File: config.mk
export PLATFORM = sky130hd
export DESIGN_NAME = ws2811_frame_sequencer
export DESIGN_NICKNAME = d
export VERILOG_FILES = /design/src/rtl/ws2811_frame_sequencer.sv
export SDC_FILE = /design/constraint.sdc
export NUM_CORES = 1
export LEC_CHECK = 0
export BUFFER_PORTS_ARGS = -buffer_cell sky130_fd_sc_hd__buf_4
export CORE_ASPECT_RATIO = 0.7
export CORE_MARGIN = 2
export CORE_UTILIZATION = 52
export CTS_CLUSTER_SIZE = 8
export DETAILED_ROUTE_END_ITERATION = 10
export PLACE_DENSITY = 0.79
export SLEW_MARGIN = 10
export SYNTH_ARGS = -nofsm -noshare
export SYNTH_HDL_FRONTEND = slang
export SYNTH_SLANG_ARGS = --single-unit
File: constraint.sdc
create_clock -name clkIN -period 2.6 [get_ports clkIN]
set_clock_uncertainty 0.1 [all_clocks]
set_input_delay 0 -clock clkIN [delete_from_list [all_inputs] [get_ports clkIN]]
set_output_delay 0 -clock clkIN [all_outputs]
set_load 0.03 [all_outputs]
File: src/rtl/ws2811_frame_sequencer.sv
// ws2811_frame_sequencer: per frame, fetches one color per LED unit from the
// selected ROM pattern and hands each one to the WS2811 transmitter.
// Latency: tick -> ROM address +1, tx data +2, tx start +3 (+1 on data/start with scaling).
// Backpressure: waits on txBusyIN after each start; ticks during a frame are dropped and flagged.
//
// Optional feature macro: BRIGHTNESS_SCALE_EN (adds SCALE state and per-byte brightness multiply).
//
// Ports:
//   clkIN, resetIN            clock, asynchronous active-high reset
//   frameTickIN               frame start pulse
//   patternNextIN/PrevIN      pattern change request pulses
//   reverseIN, stepDivIN      scroll direction and frames-per-step
//   brightnessIN              global brightness (scaling build only)
//   romAddrOUT / romDataIN    pattern ROM, {pattern, color} address, 1-cycle read latency
//   txStartOUT/txDataOUT/txBusyIN  transmitter start/busy handshake
//   frameActiveOUT, overrunOUT, patternIndexOUT  status
module ws2811_frame_sequencer #(
    parameter int UNITS_NUMBER          = 100,
    parameter int PATTERN_COLORS_NUMBER = 128,
    parameter int PATTERNS_NUMBER       = 4,
    parameter int COLOR_WIDTH           = 24,
    parameter int STEP_DIV_WIDTH        = 4,
    localparam int CIW = $clog2(PATTERN_COLORS_NUMBER),
    localparam int PIW = $clog2(PATTERNS_NUMBER),
    localparam int PW  = (PIW > 0) ? PIW : 1,
    localparam int AW  = PIW + CIW
) (
    input  logic                      clkIN,
    input  logic                      resetIN,
    input  logic                      frameTickIN,
    input  logic                      patternNextIN,
    input  logic                      patternPrevIN,
    input  logic                      reverseIN,
    input  logic [STEP_DIV_WIDTH-1:0] stepDivIN,
    input  logic [7:0]                brightnessIN,
    output logic [AW-1:0]             romAddrOUT,
    input  logic [COLOR_WIDTH-1:0]    romDataIN,
    output logic                      txStartOUT,
    output logic [COLOR_WIDTH-1:0]    txDataOUT,
    input  logic                      txBusyIN,
    output logic                      frameActiveOUT,
    output logic                      overrunOUT,
    output logic [PW-1:0]             patternIndexOUT
);
    localparam int UW = (UNITS_NUMBER > 1) ? $clog2(UNITS_NUMBER) : 1;

    typedef enum logic [2:0] {
        S_IDLE,
        S_FETCH,
        S_ROMWAIT,
`ifdef BRIGHTNESS_SCALE_EN
        S_SCALE,
`endif
        S_START,
        S_HOLD,
        S_WAIT
    } state_t;

    state_t r_state, w_next;

    logic [PW-1:0]             r_pattern;
    logic [CIW-1:0]            r_offset;
    logic [CIW-1:0]            r_color_idx;
    logic [STEP_DIV_WIDTH-1:0] r_step_cnt;
    logic [UW-1:0]             r_unit;
    logic                      r_pend_vld;
    logic                      r_pend_dir;   // 0 = next, 1 = prev
    logic [COLOR_WIDTH-1:0]    r_data;
    logic                      r_start;
    logic                      r_overrun;

    logic                      w_accept;
    logic                      w_last;
    logic [STEP_DIV_WIDTH-1:0] w_divm1;
    logic                      w_step_hit;
    logic [CIW-1:0]            w_offset_new;
    logic [PW-1:0]             w_pattern_new;
    logic                      w_start_nxt;
    logic                      w_overrun_nxt;
    logic                      w_active;
    logic [COLOR_WIDTH-1:0]    w_tx_data;

    assign w_accept = (r_state == S_IDLE) && frameTickIN;
    assign w_last   = (r_unit == UW'(UNITS_NUMBER - 1));

    // Divider 0 behaves like 1; >= keeps the counter sane if stepDivIN shrinks mid-count.
    assign w_divm1      = (stepDivIN == '0) ? '0 : stepDivIN - 1'b1;
    assign w_step_hit   = (r_step_cnt >= w_divm1);
    assign w_offset_new = !w_step_hit ? r_offset :
                          (reverseIN ? r_offset - 1'b1 : r_offset + 1'b1);

    always_comb begin
        w_pattern_new = r_pattern;
        if (r_pend_vld) begin
            if (r_pend_dir)
                w_pattern_new = (r_pattern == '0) ? PW'(PATTERNS_NUMBER - 1) : r_pattern - 1'b1;
            else
                w_pattern_new = (r_pattern == PW'(PATTERNS_NUMBER - 1)) ? '0 : r_pattern + 1'b1;
        end
    end

`ifdef BRIGHTNESS_SCALE_EN
    logic [COLOR_WIDTH-1:0] w_scaled;
    always_comb begin
        w_scaled = '0;
        for (int b = 0; b < COLOR_WIDTH / 8; b++)
            w_scaled[b*8 +: 8] = 8'((16'(r_data[b*8 +: 8]) * 16'(brightnessIN)) >> 8);
    end
`else
    logic w_unused_bright;
    assign w_unused_bright = ^brightnessIN;
`endif

    // FSM: state register
    always_ff @(posedge clkIN or posedge resetIN) begin
        if (resetIN) r_state <= S_IDLE;
        else         r_state <= w_next;
    end

    // FSM: next state
    always_comb begin
        w_next = r_state;
        case (r_state)
            S_IDLE:    if (frameTickIN) w_next = S_FETCH;
            S_FETCH:   w_next = S_ROMWAIT;
`ifdef BRIGHTNESS_SCALE_EN
            S_ROMWAIT: w_next = S_SCALE;
            S_SCALE:   w_next = S_START;
`else
            S_ROMWAIT: w_next = S_START;
`endif
            S_START:   w_next = S_HOLD;
            S_HOLD:    w_next = S_WAIT;  // busy may not be up yet, so it is not looked at here
            S_WAIT:    if (!txBusyIN) w_next = w_last ? S_IDLE : S_FETCH;
            default:   w_next = S_IDLE;
        endcase
    end

    // FSM: outputs. Data is passed through while it is being captured so the
    // word is visible one cycle ahead of the start pulse.
    always_comb begin
        w_start_nxt   = (w_next == S_START);
        w_overrun_nxt = frameTickIN && (r_state != S_IDLE);
        w_active      = (r_state != S_IDLE);
`ifdef BRIGHTNESS_SCALE_EN
        w_tx_data     = (r_state == S_SCALE) ? w_scaled : r_data;
`else
        w_tx_data     = (r_state == S_ROMWAIT) ? romDataIN : r_data;
`endif
    end

    // Datapath
    always_ff @(posedge clkIN or posedge resetIN) begin
        if (resetIN) begin
            r_pattern   <= '0;
            r_offset    <= '0;
            r_color_idx <= '0;
            r_step_cnt  <= '0;
            r_unit      <= '0;
            r_pend_vld  <= 1'b0;
            r_pend_dir  <= 1'b0;
            r_data      <= '0;
            r_start     <= 1'b0;
            r_overrun   <= 1'b0;
        end else begin
            r_start   <= w_start_nxt;
            r_overrun <= w_overrun_nxt;

            // The accepted frame consumes the old request; a request arriving
            // in the same cycle is kept for the following frame.
            if (w_accept) r_pend_vld <= 1'b0;
            if (patternNextIN && patternPrevIN) begin
                r_pend_vld <= 1'b0;
            end else if (patternNextIN) begin
                r_pend_vld <= 1'b1;
                r_pend_dir <= 1'b0;
            end else if (patternPrevIN) begin
                r_pend_vld <= 1'b1;
                r_pend_dir <= 1'b1;
            end

            if (w_accept) begin
                r_pattern   <= w_pattern_new;
                r_offset    <= w_offset_new;
                r_color_idx <= w_offset_new;
                r_unit      <= '0;
                r_step_cnt  <= w_step_hit ? '0 : r_step_cnt + 1'b1;
            end

            if (r_state == S_ROMWAIT) r_data <= romDataIN;
`ifdef BRIGHTNESS_SCALE_EN
            if (r_state == S_SCALE)   r_data <= w_scaled;
`endif

            // Units always walk ascending colors regardless of scroll direction.
            if (r_state == S_WAIT && !txBusyIN && !w_last) begin
                r_unit      <= r_unit + 1'b1;
                r_color_idx <= r_color_idx + 1'b1;
            end
        end
    end

    generate
        if (PIW > 0) begin : g_addr_pat
            assign romAddrOUT = {r_pattern, r_color_idx};
        end else begin : g_addr_nopat
            assign romAddrOUT = r_color_idx;
        end
    endgenerate

    assign patternIndexOUT = r_pattern;
    assign txStartOUT      = r_start;
    assign txDataOUT       = w_tx_data;
    assign overrunOUT      = r_overrun;
    assign frameActiveOUT  = w_active;

endmodule
==> impl_metrics.json, run 1 <==
{
  "start_util": 0.5319,
  "avgSynthCellArea_um2": 11.11,
  "yosys-top-cells-area": "dfrtp_1, mux2_2, ha_1",
  "cts_made_buffers": 9,
  "pre_cts_slack_ps": 271.0,
  "synth_seq_cells": 58,
  "clkTransAtPathRegs_ps": 70,
  "place_area_um2": 3620,
  "syn_area_um2": 3000,
  "p_clk_frac": 0.153,
  "relSlewSlack": 0.5167,
  "p_int_mw": 2.959,
  "powerDensity_nw_per_um2": 1284,
  "gp_congestion": 0.8061,
  "dieArea_um2": 6403,
  "row_count": 23,
  "hold_viol": 0,
  "fp.dieW_um": 94.79,
  "detail_route.vias_per_cell": 5.422,
  "worst_pin_slew_ps": 724.9,
  "yosys_warnings": 0,
  "ant_nets": 0,
  "drv_cap": 0,
  "fin_crit_ps": 2315,
  "core-area_um2": 5640,
  "drv_slew": 0,
  "finalNetCount": 435,
  "gr-total-overflow": 0,
  "n_fill_cell": 423,
  "dr.pass1.iters": 5,
  "fin_area_um2": 4104,
  "holdBufCountCts": 29,
  "crit_fanout": 11,
  "cts_buffer_depth": 2,
  "antenna_found_initial": 0,
  "port_buffers": 72,
  "hold_slack_ps": 49.76,
  "drt_drc_violations_left": 0,
  "switchingPower_mw": 2.310,
  "drt_iter0_markers": 103,
  "async_reset_ff_frac": 1.000,
  "routed_wl_um": 7026,
  "vias": 2478,
  "worst-endpoint-arrival_ps": 2460,
  "cts_setup_buffers": 0,
  "ys.flop_type": "dfrtp_1",
  "final_util": 0.7276,
  "setup_ws_ps": 284.6,
  "leakage_nw": 1.866,
  "cts_tree": "built",
  "finalSetupViolations": 0,
  "final_layout_size_suffix_gt1_frac": 0.3455,
  "seqPwrFrac": 0.295,
  "start_kind": "flip-flop",
  "grt_pass1_wl_um": 11160,
  "power_frac_comb": 0.552,
  "yosysTopAreaCell": "dfrtp_1",
  "synthToLayoutAreaGrowth_pct": 36.78,
  "grt_pass1_vias": 2410,
  "htree_num_levels": 3,
  "grt_max_degree": 59,
  "crit_type": "flip-flop to flip-flop",
  "status": "finished clean",
  "yosysMostFrequentCell": "dfrtp_1",
  "fin_crit_sh": 0.8905,
  "clock-root-buffer": "clkbuf_8",
  "clock_latency_ps": 330,
  "seq_area_frac_synth": 0.4837,
  "numClockSinks": 58,
  "switching_share": 0.4384,
  "dpl.hpwl_um": 4619,
  "pin_count": 81,
  "cts_resized": 0,
  "post_drt_wl_per_cell_um": 15.37,
  "die_h_um": 67.55,
  "cp.required_ps": 2740,
  "ir_worst_vdd_mv": 0.9009,
  "diodes": 0,
  "synth-edff-count": 0,
  "maxClockFrequency_mhz": 431.9,
  "reg2regPathDepth": 5,
  "grt_usage": 0.2294,
  "rsz0062_at_grt": "false",
  "yosys.cell_types.count": 56,
  "endpoint_kind": "flip-flop",
  "syn-num-nets": 328,
  "synth.top_cell.area_share": 0.4837,
  "fin_setup_tns_ps": 0,
  "min_path_type": "input pin to flip-flop",
  "hold_depth": 4,
  "synthTopCellsByCount": "dfrtp_1, mux2_2, nor2_1, nand2_1, o21ai_0",
  "synthCells": 270
}
worst max-delay path, stage by stage, from the launching register on:
cell and delay (ps):
dfrtp_1 420, or4b_4 570, o21a_1 330, nor2_1 460, o21ai_0 200, o211ai_1 140
power by group through the flow:
stage | Sequential, mW | Clock (mW) | Combinational, mW
after floorplan | 1.64 | 0 | 1.87
after global placement | 1.53 | 0 | 2.78
after detailed placement | 1.56 | 0 | 2.84
after CTS | 1.54 | 0.823 | 2.89
after global routing | 1.60 | 0.866 | 3.12
final | 1.55 | 0.806 | 2.91
final timing paths:
check                      slack, ps           from            endpoint
max in group asynchronous       1580        resetIN      r_color_idx[2]
min in group asynchronous        330        resetIN  patternIndexOUT[1]
hold / removal                    50  patternPrevIN          r_pend_vld
hold reg to reg                  370      r_unit[6]           r_unit[6]
setup / recovery                 280      r_unit[2]      r_color_idx[2]
setup reg to reg                 280      r_unit[2]      r_color_idx[2]
logic make-up (layout without fill, tap and decap cells):
kind of cell / Yosys count / after routing / share of synthesized area
AOI/OAI and AO/OA: 52 / 52 / 0.1147
buffers and inverters: 21 / 133 / 0.03586
DFF: 58 / 58 / 0.4837
and+or+nand+nor: 79 / 79 / 0.1430
muxes: 33 / 33 / 0.1226
xor gates and xnor gates: 12 / 12 / 0.03503
adders and majority gates: 15 / 15 / 0.06506
area by class of cell:
| class | count | area, µm² | area share |
|---|---|---|---|
| repair buffers | 108 | 883.3 | 0.2152 |
| clock buffers | 9 | 123.9 | 0.03018 |
| well taps | 75 | 93.84 | 0.02287 |
| clock inverters | 7 | 70.07 | 0.01707 |
| flip-flops and latches | 58 | 1451 | 0.3537 |
| multi-input cells | 191 | 1448 | 0.3527 |
| inverters | 9 | 33.78 | 0.008232 |
state kept, by name (all words and copies together), names as in the netlist:
name,cells
r_pend_dir,1
r_pend_vld,1
patternIndexOUT,2
txStartOUT,1
overrunOUT,1
r_offset,7
r_data,24
r_state,3
r_step_cnt,4
r_color_idx,7
r_unit,7
metal layers:
metal | up-vias | track usage | wire, µm
li1 | 1186 | - | -
met1 | 1211 | 0.2954 | 3080
met2 | 71 | 0.3910 | 3546
met3 | 10 | 0.06027 | 302
met4 | 0 | 0.05797 | 96
met5 | - | 0 | 0
metrics by stage:
stage	total power, mW	std cells
finish	5.268	457
global route	5.586	457
CTS	5.257	457
detailed placement	4.393	412
global placement	4.312	412
floorplan	3.507	270
cell usage in the layout (no fill, tap or decap), types with 4 or more instances in the layout:
| cell | synthesis | layout |
|---|---|---|
| a21oi_1 | 13 | 13 |
| mux2_1 | 4 | 4 |
| nand4_1 | 4 | 4 |
| nand2_1 | 18 | 18 |
| xnor2_1 | 9 | 9 |
| dfrtp_1 | 58 | 58 |
| o21ai_0 | 16 | 16 |
| clkinvlp_4 | 0 | 4 |
| mux2_2 | 26 | 26 |
| nor2_1 | 19 | 19 |
| nand3_1 | 9 | 9 |
| buf_4 | 2 | 79 |
| dlygate4sd3_1 | 0 | 29 |
| inv_1 | 9 | 8 |
| clkbuf_8 | 0 | 9 |
| ha_1 | 14 | 14 |
Note: power is estimated with default switching activity, not from simulation.
==> run 2: changes to the inputs <==
--- a/config.mk
+++ b/config.mk
@@ -6,12 +6,14 @@
 export NUM_CORES = 1
 export LEC_CHECK = 0
 export BUFFER_PORTS_ARGS = -buffer_cell sky130_fd_sc_hd__buf_4
+export CELL_PAD_IN_SITES_DETAIL_PLACEMENT = 1
+export CELL_PAD_IN_SITES_GLOBAL_PLACEMENT = 2
 export CORE_ASPECT_RATIO = 0.7
 export CORE_MARGIN = 2
-export CORE_UTILIZATION = 52
+export CORE_UTILIZATION = 30
 export CTS_CLUSTER_SIZE = 8
 export DETAILED_ROUTE_END_ITERATION = 10
-export PLACE_DENSITY = 0.79
+export PLACE_DENSITY = 0.73
 export SLEW_MARGIN = 10
 export SYNTH_ARGS = -nofsm -noshare
 export SYNTH_HDL_FRONTEND = slang
==> run 2 against run 1 <==
Compared with the run above:
- first-iteration DRC count grew 0.97%
- register-to-register slack gained 80 ps
- clock power grew 59%
- routed wire length grew 19%
- total power grew 11%
- clock-buffer cell count grew 2
- die area grew 69%
- global-route usage shrank 6.6 points
- combinational power grew 3%
- critical path depth is the same
- critical path type unchanged
==> impl_metrics.json, run 2 (synthesis gave the netlist of run 1 again) <==
{
  "detail_route.vias_per_cell": 4.733,
  "endpoint_kind": "flip-flop",
  "finalSetupViolations": 0,
  "clock_latency_ps": 330,
  "rsz0062_at_grt": "false",
  "final_common_cell": "buf_4",
  "grt_pass1_wl_um": 13340,
  "drv_cap": 0,
  "p_clk_frac": 0.220,
  "gp_congestion": 0.7344,
  "finalNetCount": 442,
  "min_path_type": "input pin to flip-flop",
  "seqPwrFrac": 0.266,
  "top_usage_layer": "met2",
  "port_buffers": 72,
  "power_frac_comb": 0.515,
  "use_met3": 0.04883,
  "place_area_um2": 3739,
  "dieArea_um2": 10830,
  "clock-root-buffer": "clkbuf_16",
  "cp.required_ps": 2760,
  "grt_usage": 0.1639,
  "crit_type": "flip-flop to flip-flop",
  "ir_worst_vdd_mv": 0.4484,
  "fp.dieW_um": 123.5,
  "final_util": 0.4474,
  "clkTransAtPathRegs_ps": 50,
  "vias": 2447,
  "synthToLayoutAreaGrowth_pct": 44.95,
  "cts_tree": "built",
  "regMostFlops": "r_data",
  "worst-endpoint-arrival_ps": 2400,
  "grt_pass1_vias": 2507,
  "numClockSinks": 58,
  "worst_pin_slew_ps": 559.7,
  "maxClockFrequency_mhz": 447.0,
  "drv_slew": 0,
  "diodes": 0,
  "relSlewSlack": 0.6269,
  "core-area_um2": 9722,
  "post_drt_wl_per_cell_um": 16.12,
  "switchingPower_mw": 2.403,
  "largest_reg_flops": 24,
  "fin_crit_ps": 2237,
  "fin_setup_tns_ps": 0,
  "reg2regPathDepth": 5,
  "htree_num_levels": 3,
  "status": "finished clean",
  "cts_made_buffers": 9,
  "fin_area_um2": 4349,
  "fin_crit_sh": 0.8604,
  "grt_max_degree": 26,
  "p_int_mw": 3.419,
  "grtUsageMet2": 0.2702,
  "final_layout_size_suffix_gt1_frac": 0.3548,
  "hold_depth": 4,
  "pin_count": 81,
  "row_count": 30,
  "met1_usage": 0.2125,
  "leakage_nw": 1.968,
  "start_kind": "flip-flop",
  "dpl.hpwl_um": 5636,
  "hold_viol": 0,
  "gr-total-overflow": 0,
  "drt_iter0_markers": 104,
  "antenna_found_initial": 0,
  "die_h_um": 87.67,
  "ant_nets": 0,
  "cts_resized": 0,
  "powerDensity_nw_per_um2": 1339,
  "drt_drc_violations_left": 0,
  "crit_fanout": 10,
  "start_util": 0.3086,
  "cts_buffer_depth": 2,
  "layout_common_cells": "buf_4, dfrtp_1, dlygate4sd3_1",
  "switching_share": 0.4127,
  "dr.pass1.iters": 4,
  "routed_wl_um": 8333
}
[run 2: changes by cell type in the layout (fill, tap and decap cells not counted), sizes merged]
cell,change
clkbuf,+2
clkinvlp,-3
bufinv,+1
buf,+7
[run 2: worst max-delay path: stages, from the launching register on]
cell	delay [ps]
dfrtp_1	370
or3_4	410
or2_0	410
buf_4	280
or4_1	500
nand4_1	90
[run 2: power groups by stage]
stage | logic (mW) | registers, mW | clock network, mW
2_1_floorplan | 1.87 | 1.64 | 0
3_3_place_gp | 2.91 | 1.54 | 0
3_5_place_dp | 2.96 | 1.56 | 0
4_1_cts | 3.02 | 1.55 | 1.31
5_1_grt | 3.24 | 1.60 | 1.36
6_report | 3.00 | 1.55 | 1.28
[run 2: worst paths after layout]
check	startpoint	to	slack (ps)
worst min-delay path	patternPrevIN	r_pend_vld	70
worst max-delay path	r_state[0]	r_color_idx[5]	360
max in group asynchronous	resetIN	r_color_idx[1]	1610
worst min register to register	r_unit[6]	r_unit[6]	370
worst max register to register	r_state[0]	r_color_idx[5]	360
min in group asynchronous	resetIN	r_data[20]	140
[run 2: metrics by stage]
| step | cells | setup slack [ps] | hold slack, ps | total power, mW |
|---|---|---|---|---|
| floorplan | 270 | 430.0 | -15.29 | 3.507 |
| global placement | 472 | 330.5 | -117.0 | 4.453 |
| detailed placement | 472 | 307.2 | -110.5 | 4.524 |
| CTS | 517 | 328.5 | 56.75 | 5.882 |
| global route | 517 | 233.9 | 101.9 | 6.204 |
| finish | 517 | 363.1 | 66.17 | 5.822 |
[run 2: repair_timing]
action                     CTS  global route
hold buffers                29             0
buffers inserted             0             0
hold endpoints to repair    86             0
setup endpoints to repair    0             0
[run 2: layout make-up]
| class | instances | area, µm² |
|---|---|---|
| Clock buffer | 11 | 242.7 |
| Tap cell | 128 | 160.2 |
| Inverter | 9 | 33.78 |
| Sequential cell | 58 | 1451 |
| Multi-Input combinational cell | 191 | 1448 |
| Timing Repair Buffer | 115 | 935.9 |
| Fill cell | 1064 | 5373 |
| Clock inverter | 5 | 77.57 |
[run 2: metal layers]
metal  up-vias  part of all wire
li1       1192                 -
met1      1213              0.46
met2        33              0.50
met3         9             0.031
met4         0             0.011
met5         -                 0
